File: src/rtl/bcd_pkg.sv
// Shared definitions for the BCD converter and the digit renderer, so both
// agree on digit count and digit width for any binary operand width.
package bcd_pkg;

    localparam int BCD_DIGIT_W = 4;

    typedef enum logic {
        IDLE  = 1'b0,
        SHIFT = 1'b1
    } state_t;

    // ceil(width * log10(2)) in integer arithmetic; 0.30103 is accurate
    // enough that no width in 4..32 lands on the wrong side of an integer.
    function automatic int digits_for_width(input int width);
        return (width * 30103 + 99999) / 100000;
    endfunction

endpackage

File: src/rtl/bcd_digit_adjust.sv
// Double-dabble digit correction: a BCD digit of 5 or more gets +3 so the
// following left shift carries correctly into the next decimal digit.
module bcd_digit_adjust
    import bcd_pkg::*;
(
    input  logic [BCD_DIGIT_W-1:0] din,
    output logic [BCD_DIGIT_W-1:0] dout
);

    always_comb begin
        dout = din;
        if (din >= BCD_DIGIT_W'(5))
            dout = din + BCD_DIGIT_W'(3);
    end

endmodule

File: src/rtl/binary_to_bcd_serial.sv
// Serial binary-to-BCD converter: one shift-and-add-3 step per clock, with a
// start/ready/valid handshake and a result register held between conversions.
module binary_to_bcd_serial
    import bcd_pkg::*;
#(
    parameter  int NUMBER_WIDTH = 16,
    localparam int DIGITS_COUNT = digits_for_width(NUMBER_WIDTH),
    localparam int ACC_W        = BCD_DIGIT_W * DIGITS_COUNT,
    localparam int CNT_W        = $clog2(NUMBER_WIDTH + 1)
) (
    input  logic                    clk,
    input  logic                    rst,
    input  logic                    start,
    input  logic [NUMBER_WIDTH-1:0] value,
    output logic                    ready,
    output logic                    valid,
    output logic [ACC_W-1:0]        bcd
);

    state_t                                     state;
    logic [NUMBER_WIDTH-1:0]                    sr;
    logic [CNT_W-1:0]                           cnt;
    logic [DIGITS_COUNT-1:0][BCD_DIGIT_W-1:0]   acc;
    logic [DIGITS_COUNT-1:0][BCD_DIGIT_W-1:0]   acc_adj;
    logic [ACC_W-1:0]                           adj_flat;
    logic [ACC_W-1:0]                           acc_next;

    for (genvar g = 0; g < DIGITS_COUNT; g++) begin : g_adj
        bcd_digit_adjust u_adj (
            .din  (acc[g]),
            .dout (acc_adj[g])
        );
    end

    // Adjusted accumulator shifted left, taking the next binary MSB as its LSB.
    assign adj_flat = acc_adj;
    assign acc_next = {adj_flat[ACC_W-2:0], sr[NUMBER_WIDTH-1]};

    always_ff @(posedge clk) begin
        if (rst) begin
            state <= IDLE;
            sr    <= '0;
            cnt   <= '0;
            acc   <= '0;
            bcd   <= '0;
            valid <= 1'b0;
            ready <= 1'b1;
        end else begin
            valid <= 1'b0;
            case (state)
                IDLE: begin
                    if (start) begin
                        sr    <= value;
                        acc   <= '0;
                        cnt   <= CNT_W'(NUMBER_WIDTH);
                        ready <= 1'b0;
                        state <= SHIFT;
                    end
                end
                SHIFT: begin
                    acc <= acc_next;
                    sr  <= {sr[NUMBER_WIDTH-2:0], 1'b0};
                    cnt <= cnt - CNT_W'(1);
                    // Final step publishes straight from the step logic, saving a cycle.
                    if (cnt == CNT_W'(1)) begin
                        bcd   <= acc_next;
                        valid <= 1'b1;
                        ready <= 1'b1;
                        state <= IDLE;
                    end
                end
                default: begin
                    state <= IDLE;
                    ready <= 1'b1;
                end
            endcase
        end
    end

endmodule
File: config.mk
export PLATFORM = sky130hd
export DESIGN_NAME = binary_to_bcd_serial
export DESIGN_NICKNAME = d
export VERILOG_FILES = /design/src/rtl/bcd_pkg.sv /design/src/rtl/bcd_digit_adjust.sv /design/src/rtl/binary_to_bcd_serial.sv
export SDC_FILE = /design/constraint.sdc
export NUM_CORES = 1
export LEC_CHECK = 0
export ABC_AREA = 1
export BUFFER_PORTS_ARGS = -buffer_cell sky130_fd_sc_hd__buf_2
export CAP_MARGIN = 10
export CORE_MARGIN = 1
export CORE_UTILIZATION = 55
export CTS_CLUSTER_DIAMETER = 40
export DETAILED_ROUTE_END_ITERATION = 8
export PLACE_DENSITY = 0.76
export SYNTH_ARGS = -nofsm -noshare
export SYNTH_HDL_FRONTEND = slang
export SYNTH_HIERARCHICAL = 1
export SYNTH_SLANG_ARGS = --single-unit
File: constraint.sdc
create_clock -name clk -period 2 [get_ports clk]
set_clock_uncertainty 0.05 [all_clocks]
set_input_delay 0.1 -clock clk [delete_from_list [all_inputs] [get_ports clk]]
set_output_delay 0.1 -clock clk [all_outputs]
set_load 0.05 [all_outputs]
==> run_summary.xml <==
<?xml version="1.0" encoding="UTF-8"?>
<metrics>
  <group name="clock_tree">
    <metric name="cts.path.max_buffers" unit="">2</metric>
    <metric name="tritoncts.num_buffers" unit="">9</metric>
    <metric name="post-cts-setup-buffers" unit="">0</metric>
    <metric name="holdBufCountCts" unit="">1</metric>
    <metric name="post_cts_resized" unit="">0</metric>
    <metric name="tritoncts" unit="">yes</metric>
    <metric name="tritoncts_sink_count" unit="">64</metric>
    <metric name="clock_insertion_delay_worst_skew" unit="ps">340</metric>
    <metric name="cts_root_cell" unit="">clkbuf_8</metric>
    <metric name="clk_pin_slew" unit="ps">60</metric>
    <metric name="cts.htree.levels" unit="">3</metric>
  </group>
  <group name="power_and_ir_drop">
    <metric name="net-switching-power" unit="mW">0.612</metric>
    <metric name="seq_power_share" unit="%">54.0</metric>
    <metric name="switching_share" unit="%">24.8</metric>
    <metric name="power_density" unit="nW/um^2">693</metric>
    <metric name="irDropWorstVdd" unit="uV">426</metric>
    <metric name="clock_power_share" unit="%">37.2</metric>
    <metric name="p_total" unit="mW">2.46</metric>
    <metric name="total_leakage_power" unit="nW">1.68</metric>
    <metric name="comb_power_share" unit="%">8.8</metric>
    <metric name="intPower" unit="mW">1.85</metric>
  </group>
  <group name="worst_setup_path">
    <metric name="path_common_cell" unit="">nor2_4</metric>
    <metric name="path_delay_family" unit="">flip-flops</metric>
    <metric name="timing.critical_path.fanout_max" unit="">5</metric>
    <metric name="timing.critical_path.slowest_stage_cell" unit="">dfxtp_1</metric>
    <metric name="worst_ep_arrival_time" unit="ps">1660</metric>
    <metric name="cpPeakStageDelay" unit="ps">400</metric>
    <metric name="cp-start-kind" unit="">flop</metric>
    <metric name="worst-path-buf-inv" unit="">1</metric>
    <metric name="cp-end-kind" unit="">flop</metric>
    <metric name="required" unit="ps">2210</metric>
    <metric name="critical_path_class" unit="">flop to flop</metric>
    <metric name="critical_path.cell_chain" unit="">inv_1 &gt; ha_1 &gt; nor2_4 &gt; nor2_4 &gt; o21ai_2 &gt; nand2_1 &gt; a21oi_1</metric>
  </group>
  <group name="synthesis">
    <metric name="ys_warn_count" unit="">6</metric>
    <metric name="mappedNetlistArea" unit="sq um">3160</metric>
    <metric name="synth_nets" unit="">485</metric>
    <metric name="syn_inst_count" unit="">454</metric>
    <metric name="postSynthAreaPerCell" unit="sq um">6.96</metric>
  </group>
  <group name="grt">
    <metric name="grt_util_all_layers" unit="%">24.4</metric>
    <metric name="grt_pass1_vias" unit="">2690</metric>
    <metric name="pin_count_of_the_biggest_net_entering_global_routing" unit="">27</metric>
    <metric name="grt_overflow_total" unit="">0</metric>
    <metric name="wire_length_of_the_first_global_routing_pass" unit="mm">11.6</metric>
    <metric name="grt_antenna_before_repair" unit="">0</metric>
  </group>
  <group name="floorplan">
    <metric name="io-pin-count" unit="">41</metric>
    <metric name="fp.dieH" unit="microns">77.8</metric>
    <metric name="dieWidth" unit="microns">77.8</metric>
    <metric name="start_util" unit="%">57.4</metric>
    <metric name="floorplan.die_area" unit="sq um">6050</metric>
    <metric name="core-area" unit="sq um">5510</metric>
    <metric name="placement_rows" unit="">27</metric>
  </group>
  <group name="run_status">
    <metric name="outcome" unit="">completed</metric>
  </group>
  <group name="timing">
    <metric name="timing.slew.headroom" unit="%">66.5</metric>
    <metric name="timing.final.crit_period" unit="ps">1450</metric>
    <metric name="achievable-frequency" unit="MHz">690</metric>
    <metric name="hold_violations" unit="">0</metric>
    <metric name="final-setup-viol-count" unit="">0</metric>
    <metric name="totalNegativeSetupSlack" unit="ps">0</metric>
    <metric name="worst_slew_pin_tran" unit="ps">501</metric>
    <metric name="unrepaired_setup_endpoints_after_global_routing" unit="">false</metric>
    <metric name="post_route_fraction_of_the_period_consumed_by_the_critical_path" unit="%">72.5</metric>
    <metric name="report.final.slew_viol_count" unit="">0</metric>
  </group>
  <group name="layout">
    <metric name="antenna-diode-count" unit="">0</metric>
    <metric name="area_delta_synth_final" unit="%">12.5</metric>
    <metric name="fillerInstances" unit="">500</metric>
    <metric name="fin_cells" unit="">568</metric>
    <metric name="nets" unit="">524</metric>
    <metric name="layout-drive-gt1-share" unit="%">19.0</metric>
    <metric name="final_design_utilization" unit="%">64.5</metric>
  </group>
  <group name="placement">
    <metric name="number_of_buffers_added_on_ports" unit="">40</metric>
    <metric name="hpwlAfterDp" unit="mm">4.36</metric>
    <metric name="finalWeightedCongestion" unit="">0.831</metric>
    <metric name="place.detailed.instances" unit="">553</metric>
  </group>
  <group name="worst_hold_path">
    <metric name="hp-class" unit="">primary input to flop</metric>
  </group>
  <group name="routing">
    <metric name="wirelength" unit="mm">6.42</metric>
    <metric name="drcViolationCount" unit="">0</metric>
    <metric name="final_antenna_net_count" unit="">0</metric>
    <metric name="viasPerCell" unit="">5.01</metric>
    <metric name="detail_route.iter0.violations" unit="">183</metric>
    <metric name="routed-via-count" unit="">2845</metric>
    <metric name="routed_wire_length_per_instance" unit="microns">11.3</metric>
    <metric name="dr.pass1.iters" unit="">5</metric>
  </group>
  <group name="flow_run">
    <metric name="number_of_max_cap_violations" unit="">0</metric>
  </group>
</metrics>
==> cell type report <==
cell class	count	area (sq um)	area share (%)
Multi-Input combinational cell	326	1600	44.9
Clock buffer	13	149	4.19
Timing Repair Buffer	49	270	7.61
Tap cell	72	90.1	2.54
Sequential cell	64	1280	36.1
Clock inverter	1	5.00	0.141
Inverter	43	161	4.54
==> worst register-to-register path, stage by stage (launching register included) <==
cell and delay, ps:
dfxtp_1 400, inv_1 100, ha_1 250, nor2_4 160, nor2_4 70, o21ai_2 130, nand2_1 70, a21oi_1 160
==> path summary, 6_finish.rpt <==
| check | start | to | slack (ps) | cells past startpoint |
|---|---|---|---|---|
| max | acc[8]$_SDFFE_PP0P_ | acc[10]$_SDFFE_PP0P_ | 550 | 7 |
| min | value[8] | sr[8]$_SDFFE_PP0P_ | 30 | 5 |
| max reg2reg | acc[8]$_SDFFE_PP0P_ | acc[10]$_SDFFE_PP0P_ | 550 | 7 |
| min reg2reg | acc[19]$_SDFFE_PP0P_ | acc[19]$_SDFFE_PP0P_ | 410 | 2 |
==> layer usage <==
layer / global-route usage (%) / wire length [microns]
met5: 0 / 0
met2: 40.2 / 2990
met3: 6.59 / 282
met1: 30.0 / 3080
met4: 10.0 / 69
==> layout by cell type, fill, tap and decap left out, types with 7 or more instances in the layout <==
cell,instances
dfxtp_1,64
buf_2,40
nor2_1,24
a21oi_1,25
clkbuf_8,10
nor2_4,11
nand2_1,168
nand3_1,59
buf_4,8
inv_1,36
ha_1,12
inv_2,7
o21ai_0,9
==> state kept, by name, indices dropped and copies added, names as in the netlist <==
name   cells
acc       20
state      1
ready      1
bcd       20
valid      1
cnt        5
sr        16
==> power by group through the flow <==
stage | clock network (mW) | registers, mW | logic, mW
after floorplan | 0 | 1.36 | 0.155
after global placement | 0 | 1.36 | 0.210
after detailed placement | 0 | 1.36 | 0.214
after CTS | 0.941 | 1.33 | 0.216
after global routing | 1.00 | 1.33 | 0.249
final | 0.917 | 1.33 | 0.216
==> stage by stage <==
stage,worst slack [ps],instance area [sq um],hold WS (ps)
finish,551,3550,33.0
global route,425,3550,46.2
CTS,556,3550,27.7
detailed placement,575,3390,310
global placement,597,3390,306
floorplan,730,3160,119
Power figures use the tool's default switching activity.
